===== src/rtl/ex_stage_tracker_if.sv =====
// Bundle of all EX-tracker signals except clk/rst. Slave is the tracker, master is its environment.
// EX_STAGE_TRACKER_RVALID_EN adds data_rvalid_i and out_mem_rvalid_o.
interface ex_stage_tracker_if #(
    parameter int REC_WIDTH   = 64,
    parameter int ADDR_WIDTH  = 32,
    parameter int CNT_WIDTH   = 32,
    parameter int QUEUE_DEPTH = 4
);
    logic [CNT_WIDTH-1:0]           counter_i;
    logic                           in_valid_i;
    logic                           in_ready_o;
    logic [REC_WIDTH-1:0]           in_rec_i;
    logic                           in_pass_i;
    logic                           ex_ready_i;
    logic                           data_req_i;
    logic [ADDR_WIDTH-1:0]          data_addr_i;
    logic                           data_gnt_i;
    logic                           out_valid_o;
    logic                           out_ready_i;
    logic [REC_WIDTH-1:0]           out_rec_o;
    logic                           out_pass_o;
    logic                           out_mem_o;
    logic [ADDR_WIDTH-1:0]          out_mem_addr_o;
    logic [CNT_WIDTH-1:0]           out_ex_start_o;
    logic [CNT_WIDTH-1:0]           out_ex_end_o;
    logic [CNT_WIDTH-1:0]           out_mem_req_o;
    logic [CNT_WIDTH-1:0]           out_mem_gnt_o;
    logic [CNT_WIDTH-1:0]           out_ex_cycles_o;
    logic                           overflow_o;
    logic [$clog2(QUEUE_DEPTH):0]   fill_o;
`ifdef EX_STAGE_TRACKER_RVALID_EN
    logic                           data_rvalid_i;
    logic [CNT_WIDTH-1:0]           out_mem_rvalid_o;
`endif

    modport slave (
        input  counter_i, in_valid_i, in_rec_i, in_pass_i, ex_ready_i,
               data_req_i, data_addr_i, data_gnt_i, out_ready_i,
`ifdef EX_STAGE_TRACKER_RVALID_EN
        input  data_rvalid_i,
        output out_mem_rvalid_o,
`endif
        output in_ready_o, out_valid_o, out_rec_o, out_pass_o, out_mem_o,
               out_mem_addr_o, out_ex_start_o, out_ex_end_o, out_mem_req_o,
               out_mem_gnt_o, out_ex_cycles_o, overflow_o, fill_o
    );

    modport master (
        output counter_i, in_valid_i, in_rec_i, in_pass_i, ex_ready_i,
               data_req_i, data_addr_i, data_gnt_i, out_ready_i,
`ifdef EX_STAGE_TRACKER_RVALID_EN
        output data_rvalid_i,
        input  out_mem_rvalid_o,
`endif
        input  in_ready_o, out_valid_o, out_rec_o, out_pass_o, out_mem_o,
               out_mem_addr_o, out_ex_start_o, out_ex_end_o, out_mem_req_o,
               out_mem_gnt_o, out_ex_cycles_o, overflow_o, fill_o
    );
endinterface


===== src/rtl/ex_stage_tracker.sv =====
// EX-stage trace tracker: record FIFO plus an FSM timestamping execute and data-memory handshake.
// Optional EX_STAGE_TRACKER_RVALID_EN extends the memory phase until the read-valid response.
module ex_stage_tracker #(
    parameter int REC_WIDTH   = 64,
    parameter int ADDR_WIDTH  = 32,
    parameter int CNT_WIDTH   = 32,
    parameter int QUEUE_DEPTH = 4
) (
    input  logic               clk,
    input  logic               rst,
    ex_stage_tracker_if.slave  bus
);
    localparam int IDX_W = $clog2(QUEUE_DEPTH);
    localparam int PTR_W = IDX_W + 1;

    typedef enum logic [2:0] {
        S_IDLE,
        S_ACTIVE,
        S_WAIT_GNT,
`ifdef EX_STAGE_TRACKER_RVALID_EN
        S_WAIT_RVALID,
`endif
        S_EMIT
    } state_e;

    logic [REC_WIDTH-1:0]  rec_mem  [QUEUE_DEPTH];
    logic                  pass_mem [QUEUE_DEPTH];
    logic [PTR_W-1:0]      wr_ptr_q, wr_ptr_d, rd_ptr_q, rd_ptr_d, fill;
    logic                  full, empty, push, pop;

    state_e                state_q, state_d;
    logic                  overflow_q, overflow_d;
    logic [REC_WIDTH-1:0]  rec_q, rec_d;
    logic                  pass_q, pass_d, mem_q, mem_d;
    logic [ADDR_WIDTH-1:0] addr_q, addr_d;
    logic [CNT_WIDTH-1:0]  ex_start_q, ex_start_d, ex_end_q, ex_end_d;
    logic [CNT_WIDTH-1:0]  mem_req_q, mem_req_d, mem_gnt_q, mem_gnt_d;
`ifdef EX_STAGE_TRACKER_RVALID_EN
    logic [CNT_WIDTH-1:0]  mem_rvalid_q, mem_rvalid_d;
`endif

    // in_ready depends only on the pointer flops, never on this cycle's pop.
    assign fill  = wr_ptr_q - rd_ptr_q;
    assign full  = (fill == PTR_W'(QUEUE_DEPTH));
    assign empty = (fill == '0);
    assign push  = bus.in_valid_i && !full;

    // NOTE: storage arrays are not reset; the pointers alone define which entries are valid.
    always_ff @(posedge clk) begin
        if (push) begin
            rec_mem[wr_ptr_q[IDX_W-1:0]]  <= bus.in_rec_i;
            pass_mem[wr_ptr_q[IDX_W-1:0]] <= bus.in_pass_i;
        end
    end

    always_comb begin
        // NOTE: every variable gets a default here so no path can infer a latch.
        state_d    = state_q;
        pop        = 1'b0;
        rec_d      = rec_q;
        pass_d     = pass_q;
        mem_d      = mem_q;
        addr_d     = addr_q;
        ex_start_d = ex_start_q;
        ex_end_d   = ex_end_q;
        mem_req_d  = mem_req_q;
        mem_gnt_d  = mem_gnt_q;
`ifdef EX_STAGE_TRACKER_RVALID_EN
        mem_rvalid_d = mem_rvalid_q;
`endif
        overflow_d = overflow_q | (bus.in_valid_i && full);

        case (state_q)
            S_IDLE: begin
                if (!empty) begin
                    pop        = 1'b1;
                    rec_d      = rec_mem[rd_ptr_q[IDX_W-1:0]];
                    pass_d     = pass_mem[rd_ptr_q[IDX_W-1:0]];
                    mem_d      = 1'b0;
                    addr_d     = '0;
                    ex_start_d = '0;
                    ex_end_d   = '0;
                    mem_req_d  = '0;
                    mem_gnt_d  = '0;
`ifdef EX_STAGE_TRACKER_RVALID_EN
                    mem_rvalid_d = '0;
`endif
                    if (pass_mem[rd_ptr_q[IDX_W-1:0]]) begin
                        state_d = S_EMIT;
                    end else begin
                        ex_start_d = bus.counter_i;
                        if (bus.ex_ready_i) begin
                            ex_end_d = bus.counter_i;
                            state_d  = S_EMIT;
                        end else if (bus.data_req_i) begin
                            mem_d     = 1'b1;
                            addr_d    = bus.data_addr_i;
                            mem_req_d = bus.counter_i;
                            state_d   = S_WAIT_GNT;
                        end else begin
                            state_d = S_ACTIVE;
                        end
                    end
                end
            end
            S_ACTIVE: begin
                if (bus.ex_ready_i) begin
                    ex_end_d = bus.counter_i;
                    state_d  = S_EMIT;
                end else if (bus.data_req_i) begin
                    mem_d     = 1'b1;
                    addr_d    = bus.data_addr_i;
                    mem_req_d = bus.counter_i;
                    state_d   = S_WAIT_GNT;
                end
            end
            S_WAIT_GNT: begin
                if (bus.data_gnt_i) begin
                    mem_gnt_d = bus.counter_i;
`ifdef EX_STAGE_TRACKER_RVALID_EN
                    state_d   = S_WAIT_RVALID;
`else
                    ex_end_d  = bus.counter_i;
                    state_d   = S_EMIT;
`endif
                end
            end
`ifdef EX_STAGE_TRACKER_RVALID_EN
            S_WAIT_RVALID: begin
                if (bus.data_rvalid_i) begin
                    mem_rvalid_d = bus.counter_i;
                    ex_end_d     = bus.counter_i;
                    state_d      = S_EMIT;
                end
            end
`endif
            S_EMIT: begin
                if (bus.out_ready_i) state_d = S_IDLE;
            end
            default: state_d = S_IDLE;
        endcase

        wr_ptr_d = wr_ptr_q + PTR_W'(push);
        rd_ptr_d = rd_ptr_q + PTR_W'(pop);
    end

    // NOTE: sequential state uses non-blocking assignments so all flops update together.
    always_ff @(posedge clk or posedge rst) begin
        if (rst) begin
            state_q    <= S_IDLE;
            wr_ptr_q   <= '0;
            rd_ptr_q   <= '0;
            overflow_q <= 1'b0;
            rec_q      <= '0;
            pass_q     <= 1'b0;
            mem_q      <= 1'b0;
            addr_q     <= '0;
            ex_start_q <= '0;
            ex_end_q   <= '0;
            mem_req_q  <= '0;
            mem_gnt_q  <= '0;
`ifdef EX_STAGE_TRACKER_RVALID_EN
            mem_rvalid_q <= '0;
`endif
        end else begin
            state_q    <= state_d;
            wr_ptr_q   <= wr_ptr_d;
            rd_ptr_q   <= rd_ptr_d;
            overflow_q <= overflow_d;
            rec_q      <= rec_d;
            pass_q     <= pass_d;
            mem_q      <= mem_d;
            addr_q     <= addr_d;
            ex_start_q <= ex_start_d;
            ex_end_q   <= ex_end_d;
            mem_req_q  <= mem_req_d;
            mem_gnt_q  <= mem_gnt_d;
`ifdef EX_STAGE_TRACKER_RVALID_EN
            mem_rvalid_q <= mem_rvalid_d;
`endif
        end
    end

    assign bus.in_ready_o      = !full;
    assign bus.fill_o          = fill;
    assign bus.overflow_o      = overflow_q;
    assign bus.out_valid_o     = (state_q == S_EMIT);
    assign bus.out_rec_o       = rec_q;
    assign bus.out_pass_o      = pass_q;
    assign bus.out_mem_o       = mem_q;
    assign bus.out_mem_addr_o  = addr_q;
    assign bus.out_ex_start_o  = ex_start_q;
    assign bus.out_ex_end_o    = ex_end_q;
    assign bus.out_mem_req_o   = mem_req_q;
    assign bus.out_mem_gnt_o   = mem_gnt_q;
    // Modulo subtraction keeps the duration correct across a counter wrap.
    assign bus.out_ex_cycles_o = ex_end_q - ex_start_q;
`ifdef EX_STAGE_TRACKER_RVALID_EN
    assign bus.out_mem_rvalid_o = mem_rvalid_q;
`endif
endmodule

===== src/flat_wrapper.sv =====
// flat-port wrapper written by rule: the top's interface ports become plain ports
module ex_stage_tracker_flat 
#(
    parameter int REC_WIDTH   = 64,
    parameter int ADDR_WIDTH  = 32,
    parameter int CNT_WIDTH   = 32,
    parameter int QUEUE_DEPTH = 4
)
  (clk, rst, bus_counter_i, bus_in_valid_i, bus_in_rec_i, bus_in_pass_i, bus_ex_ready_i, bus_data_req_i, bus_data_addr_i, bus_data_gnt_i, bus_out_ready_i, bus_in_ready_o, bus_out_valid_o, bus_out_rec_o, bus_out_pass_o, bus_out_mem_o, bus_out_mem_addr_o, bus_out_ex_start_o, bus_out_ex_end_o, bus_out_mem_req_o, bus_out_mem_gnt_o, bus_out_ex_cycles_o, bus_overflow_o, bus_fill_o);
  ex_stage_tracker_if #(.REC_WIDTH(REC_WIDTH), .ADDR_WIDTH(ADDR_WIDTH), .CNT_WIDTH(CNT_WIDTH), .QUEUE_DEPTH(QUEUE_DEPTH)) bus_i ();
  input  logic clk;
  input  logic rst;
  input wire logic [$bits(bus_i.counter_i)-1:0] bus_counter_i;
  input wire logic [$bits(bus_i.in_valid_i)-1:0] bus_in_valid_i;
  input wire logic [$bits(bus_i.in_rec_i)-1:0] bus_in_rec_i;
  input wire logic [$bits(bus_i.in_pass_i)-1:0] bus_in_pass_i;
  input wire logic [$bits(bus_i.ex_ready_i)-1:0] bus_ex_ready_i;
  input wire logic [$bits(bus_i.data_req_i)-1:0] bus_data_req_i;
  input wire logic [$bits(bus_i.data_addr_i)-1:0] bus_data_addr_i;
  input wire logic [$bits(bus_i.data_gnt_i)-1:0] bus_data_gnt_i;
  input wire logic [$bits(bus_i.out_ready_i)-1:0] bus_out_ready_i;
  output wire logic [$bits(bus_i.in_ready_o)-1:0] bus_in_ready_o;
  output wire logic [$bits(bus_i.out_valid_o)-1:0] bus_out_valid_o;
  output wire logic [$bits(bus_i.out_rec_o)-1:0] bus_out_rec_o;
  output wire logic [$bits(bus_i.out_pass_o)-1:0] bus_out_pass_o;
  output wire logic [$bits(bus_i.out_mem_o)-1:0] bus_out_mem_o;
  output wire logic [$bits(bus_i.out_mem_addr_o)-1:0] bus_out_mem_addr_o;
  output wire logic [$bits(bus_i.out_ex_start_o)-1:0] bus_out_ex_start_o;
  output wire logic [$bits(bus_i.out_ex_end_o)-1:0] bus_out_ex_end_o;
  output wire logic [$bits(bus_i.out_mem_req_o)-1:0] bus_out_mem_req_o;
  output wire logic [$bits(bus_i.out_mem_gnt_o)-1:0] bus_out_mem_gnt_o;
  output wire logic [$bits(bus_i.out_ex_cycles_o)-1:0] bus_out_ex_cycles_o;
  output wire logic [$bits(bus_i.overflow_o)-1:0] bus_overflow_o;
  output wire logic [$bits(bus_i.fill_o)-1:0] bus_fill_o;
  assign bus_i.counter_i = bus_counter_i;
  assign bus_i.in_valid_i = bus_in_valid_i;
  assign bus_i.in_rec_i = bus_in_rec_i;
  assign bus_i.in_pass_i = bus_in_pass_i;
  assign bus_i.ex_ready_i = bus_ex_ready_i;
  assign bus_i.data_req_i = bus_data_req_i;
  assign bus_i.data_addr_i = bus_data_addr_i;
  assign bus_i.data_gnt_i = bus_data_gnt_i;
  assign bus_i.out_ready_i = bus_out_ready_i;
  assign bus_in_ready_o = bus_i.in_ready_o;
  assign bus_out_valid_o = bus_i.out_valid_o;
  assign bus_out_rec_o = bus_i.out_rec_o;
  assign bus_out_pass_o = bus_i.out_pass_o;
  assign bus_out_mem_o = bus_i.out_mem_o;
  assign bus_out_mem_addr_o = bus_i.out_mem_addr_o;
  assign bus_out_ex_start_o = bus_i.out_ex_start_o;
  assign bus_out_ex_end_o = bus_i.out_ex_end_o;
  assign bus_out_mem_req_o = bus_i.out_mem_req_o;
  assign bus_out_mem_gnt_o = bus_i.out_mem_gnt_o;
  assign bus_out_ex_cycles_o = bus_i.out_ex_cycles_o;
  assign bus_overflow_o = bus_i.overflow_o;
  assign bus_fill_o = bus_i.fill_o;
  ex_stage_tracker #(.REC_WIDTH(REC_WIDTH), .ADDR_WIDTH(ADDR_WIDTH), .CNT_WIDTH(CNT_WIDTH), .QUEUE_DEPTH(QUEUE_DEPTH)) u_core (.clk(clk), .rst(rst), .bus(bus_i));
endmodule

===== config.mk =====
export PLATFORM = sky130hd
export DESIGN_NAME = ex_stage_tracker_flat
export DESIGN_NICKNAME = d
export VERILOG_FILES = /design/src/rtl/ex_stage_tracker_if.sv /design/src/rtl/ex_stage_tracker.sv /design/src/flat_wrapper.sv
export SDC_FILE = /design/constraint.sdc
export NUM_CORES = 1
export LEC_CHECK = 0
export BUFFER_PORTS_ARGS = -buffer_cell sky130_fd_sc_hd__buf_2
export CORE_ASPECT_RATIO = 0.75
export CORE_MARGIN = 5
export CORE_UTILIZATION = 35
export CTS_CLUSTER_SIZE = 12
export DETAILED_ROUTE_END_ITERATION = 10
export GPL_ROUTABILITY_DRIVEN = 0
export PLACE_DENSITY = 0.62
export SLEW_MARGIN = 30
export SYNTH_ARGS = -nofsm -noshare
export SYNTH_HDL_FRONTEND = slang
export SYNTH_SLANG_ARGS = --single-unit

===== constraint.sdc =====
create_clock -name clk -period 12.2 [get_ports clk]
set_clock_uncertainty 0.2 [all_clocks]
set_input_delay 3.05 -clock clk [delete_from_list [all_inputs] [get_ports clk]]
set_output_delay 3.05 -clock clk [all_outputs]
set_load 0.005 [all_outputs]

==> impl_summary.log <==
[metrics] outcome: finished, final reports clean
[metrics] share of cells above drive strength 1: 35.8%
[metrics] number of buffers created by CTS: 52
[metrics] vias in the first global route: 13300
[metrics] CTS H-tree lvls: 2
[metrics] register area share after synthesis: between 60% and 70%
[metrics] placement-stage cell area: 23100 µm²
[metrics] number of enable-type register cells in the synthesized netlist: between 200 and 300
[metrics] commonest cells after routing, fill and taps aside: sky130_fd_sc_hd__buf_2, sky130_fd_sc_hd__edfxtp_1, sky130_fd_sc_hd__dfrtp_1
[metrics] placed cell count: 2465
[metrics] final worst path period share: between 50% and 60%
[metrics] starting density of the core: 35.3%
[metrics] most common cell after layout, fill and taps aside: sky130_fd_sc_hd__buf_2
[metrics] die span in y: about 220 µm
[metrics] Avg WL per Cell: 21.0 µm
[metrics] flop and latch count out of synthesis: 495
[metrics] Area growth, synth to finish: 22.4%
[metrics] remaining routing DRC violations: 0
[metrics] Max transition margin: between 30% and 40%
[metrics] number of buffers between clock root and the deepest sink: 3
[metrics] Post-CTS Repair Setup Buffers: 0
[metrics] Worst R2R Path Depth: 11
[metrics] insertion delay of the later-clocked pin in the worst-skew pair: about 600 ps
[metrics] mean number of vias per cell: 5.02
[metrics] die area: 62700 µm²
[metrics] area of all placed cells without fillers: between 20000 and 25000 µm²
[metrics] Port-buffer cells: 399
[metrics] arrival time reported for the critical path endpoint: 3590 ps
[metrics] remaining antenna violation count: 0
[metrics] total via count after detailed routing: 12900
[metrics] Detailed Route WL: 53900 µm
[metrics] upper clock frequency limit: 0.146 GHz
[metrics] worst hold stages: 1
[metrics] detailed-placement wirelength estimate: 35800 µm
[metrics] core footprint: 57300 µm²
[metrics] async set or reset register ratio after synthesis: 47.5%
[metrics] maximum VDD drop: between 0.2 and 0.25 mV
[metrics] Setup violations, final: 0
[metrics] first-pass GRT wire length: 80900 µm
[metrics] DRT Pass-1 Iters: 7
[metrics] worst slew pin tran: approximately 970 ps
[metrics] critical path class: register to primary output
[metrics] FILL cells: 5210
[metrics] endpoint type of the worst setup path: primary output
[metrics] hold-fix buffers at CTS: 0
[metrics] PD cells: 304 nW/µm²
[metrics] Resized Gates After CTS: 0
[metrics] RSZ-0062 raised after global routing: no
[metrics] Pleak: 10.5 nW
[metrics] Post-Route Utilization: a little over two fifths
[metrics] delay of the slowest critical-path stage: roughly 620 ps
[metrics] max-cap violations: 0
[metrics] number of hold violations in the final report: 0
[metrics] area fraction of the dominant cell type after synthesis: slightly below 40%
[metrics] total number of yosys warnings: 0
[metrics] Mapped Area: 20200 µm²
[metrics] Num Clock Sinks: 495
[metrics] library cells used by synthesis: 59
[metrics] global-route usage over all layers: 16.8%
[metrics] CP Buf/Inv Count: 3
[metrics] class of the worst hold path: register to register
[metrics] predominant post-synthesis flop cell: sky130_fd_sc_hd__edfxtp_1
[metrics] largest net degree at the start of global routing: between 100 and 150
[metrics] family of cells with the greatest summed delay on the critical path: compound AO/OA/AOI/OAI gates
[metrics] final non-filler cell total: 2563
[metrics] number of antenna violations at the first check in global routing: 11
[metrics] cell type contributing the most total cell area after synthesis: sky130_fd_sc_hd__edfxtp_1
[metrics] Mapped Cells: 1338
[metrics] min-delay src: u_core.bus.overflow_o
[metrics] master of the slowest instance on the critical path: sky130_fd_sc_hd__a211oi_1
[metrics] root buf cell: sky130_fd_sc_hd__clkbuf_16
[metrics] max-slew violations: 0
[metrics] width of the die: 288 µm
[metrics] worst hold path endpoint: u_core.bus.overflow_o
[metrics] starting DRC count in detailed routing: 1021
[metrics] Total Power: 7.54 mW
[metrics] RR Endpoint: u_core.rd_ptr_q[2]
[metrics] I/O pin count: 400
[metrics] Final nets: 1918
[metrics] type of origin of the critical path: register
[metrics] critical path required time: between 8000 and 9000 ps
[metrics] setup slack, reg-to-reg: 7750 ps
[metrics] cells taking the most area after synthesis: sky130_fd_sc_hd__edfxtp_1, sky130_fd_sc_hd__dfrtp_1, sky130_fd_sc_hd__mux4_2
[metrics] Avg Cell Area, Syn: 15.1 µm²
[metrics] final total negative setup slack: 0 ps
[metrics] number of standard-cell rows in the floorplan: 76
[metrics] worst-path maximum fanout: 3
[metrics] leftover overflow at the end of global routing: 0
[metrics] clock tree from TritonCTS: done
[metrics] Reg clk slew, reported paths: around 60 ps
[metrics] startpoint of the most critical register-to-register path: u_core.rd_ptr_q[0]
[metrics] time the worst path needs with I/O delays and setup: about 7000 ps
[metrics] Synthesized Nets: 1517
[metrics] Critical Path, Cell by Cell: inv_1 > ha_1 > inv_1 > fa_1 > a211oi_2 > nor2_1 > a211oi_1 > o31ai_1 > nor2_1 > o21ai_1 > xor2_1 > buf_2
[cell usage after synthesis, types with 2 or more instances]
| master | n |
|---|---|
| sky130_fd_sc_hd__a211o_1 | 3 |
| sky130_fd_sc_hd__a211oi_1 | 6 |
| sky130_fd_sc_hd__a21boi_0 | 2 |
| sky130_fd_sc_hd__a21o_1 | 12 |
| sky130_fd_sc_hd__a21oi_1 | 35 |
| sky130_fd_sc_hd__a22o_1 | 97 |
| sky130_fd_sc_hd__a22oi_1 | 2 |
| sky130_fd_sc_hd__a31oi_1 | 8 |
| sky130_fd_sc_hd__and2_1 | 7 |
| sky130_fd_sc_hd__and3_1 | 14 |
| sky130_fd_sc_hd__buf_2 | 37 |
| sky130_fd_sc_hd__buf_4 | 5 |
| sky130_fd_sc_hd__buf_6 | 5 |
| sky130_fd_sc_hd__clkbuf_1 | 23 |
| sky130_fd_sc_hd__dfrtp_1 | 235 |
| sky130_fd_sc_hd__edfxtp_1 | 260 |
| sky130_fd_sc_hd__fa_1 | 2 |
| sky130_fd_sc_hd__ha_1 | 41 |
| sky130_fd_sc_hd__inv_1 | 48 |
| sky130_fd_sc_hd__mux2_2 | 65 |
| sky130_fd_sc_hd__mux2i_1 | 3 |
| sky130_fd_sc_hd__mux4_2 | 64 |
| sky130_fd_sc_hd__nand2_1 | 158 |
| sky130_fd_sc_hd__nand2b_1 | 2 |
| sky130_fd_sc_hd__nand3_1 | 14 |
| sky130_fd_sc_hd__nand3b_1 | 2 |
| sky130_fd_sc_hd__nand4_1 | 3 |
| sky130_fd_sc_hd__nor2_1 | 28 |
| sky130_fd_sc_hd__nor2b_1 | 3 |
| sky130_fd_sc_hd__nor3_1 | 3 |
| sky130_fd_sc_hd__o21a_1 | 3 |
| sky130_fd_sc_hd__o21ai_0 | 84 |
| sky130_fd_sc_hd__o21ai_1 | 5 |
| sky130_fd_sc_hd__o31a_1 | 3 |
| sky130_fd_sc_hd__o31ai_1 | 2 |
| sky130_fd_sc_hd__or3_1 | 2 |
| sky130_fd_sc_hd__xnor2_1 | 20 |
| sky130_fd_sc_hd__xor2_1 | 11 |
[kinds of logic after synthesis]
| kind of cell | synth area share, % |
|---|---|
| compound gates | 9.47 |
| xor+xnor | 1.42 |
| fa+ha+maj | 2.73 |
| buf+inv | 2.70 |
| flops | 67.7 |
| mux | 10.9 |
| simple gates | 5.11 |
[worst max path at each step]
stage / startpoint / to / slack (ps) / depth (start not counted)
floorplan: rst / u_core.bus.out_ex_end_o[0] / 2500 / 1
CTS: u_core.bus.out_ex_end_o[0] / bus_out_ex_cycles_o[24] / 5380 / 12
global placement: u_core.bus.out_ex_end_o[0] / bus_out_ex_cycles_o[24] / 6070 / 12
global route: u_core.bus.out_ex_end_o[0] / bus_out_ex_cycles_o[24] / 5180 / 12
finish: u_core.bus.out_ex_end_o[0] / bus_out_ex_cycles_o[24] / 5360 / 12
detailed placement: u_core.bus.out_ex_end_o[0] / bus_out_ex_cycles_o[24] / 6050 / 12
[registers in the layout, summed over array words and instances, names as in the netlist, 2 cells and up]
signal and count:
u_core.bus.out_ex_end_o 32, u_core.rec_mem 256, u_core.wr_ptr_q 3, u_core.bus.out_ex_start_o 32, u_core.bus.out_mem_addr_o 32, u_core.pass_mem 4, u_core.state_q 2, u_core.bus.out_rec_o 64
u_core.rd_ptr_q 3, u_core.bus.out_mem_req_o 32, u_core.bus.out_mem_gnt_o 32
[where the power goes]
group | internal [mW] | leakage, nW | switching, mW
logic | 1.46 | 4.33 | 1.89
clock network | 0.891 | 0.811 | 0.665
registers | 2.34 | 5.36 | 0.295
[metal layers]
layer | global-route usage (%) | part of all wire, % | up-vias
li1 | - | - | 5826
met1 | 22.2 | 41 | 6478
met2 | 27.1 | 47 | 438
met3 | 4.75 | 8.8 | 108
met4 | 4.89 | 2.7 | 18
met5 | 0 | 0.22 | -
[through the flow]
stage,hold WS (ps),setup slack (ps)
3_5_place_dp,258,6050
5_1_grt,303,5180
2_1_floorplan,260,2500
6_report,269,5360
3_3_place_gp,249,6070
4_1_cts,271,5380
[final cells by class]
class                   count  area [µm²]  area share, %
diodes                      3        7.51         0.0303
clock buffers              82        1500           6.04
clock inverters            13         180          0.728
inverters                  48         188          0.758
multi-input cells         725        6050           24.5
flip-flops and latches    495       13700           55.3
well taps                 780         976           3.94
repair buffers            417        2160           8.74
Power figures use the tool's default switching activity.
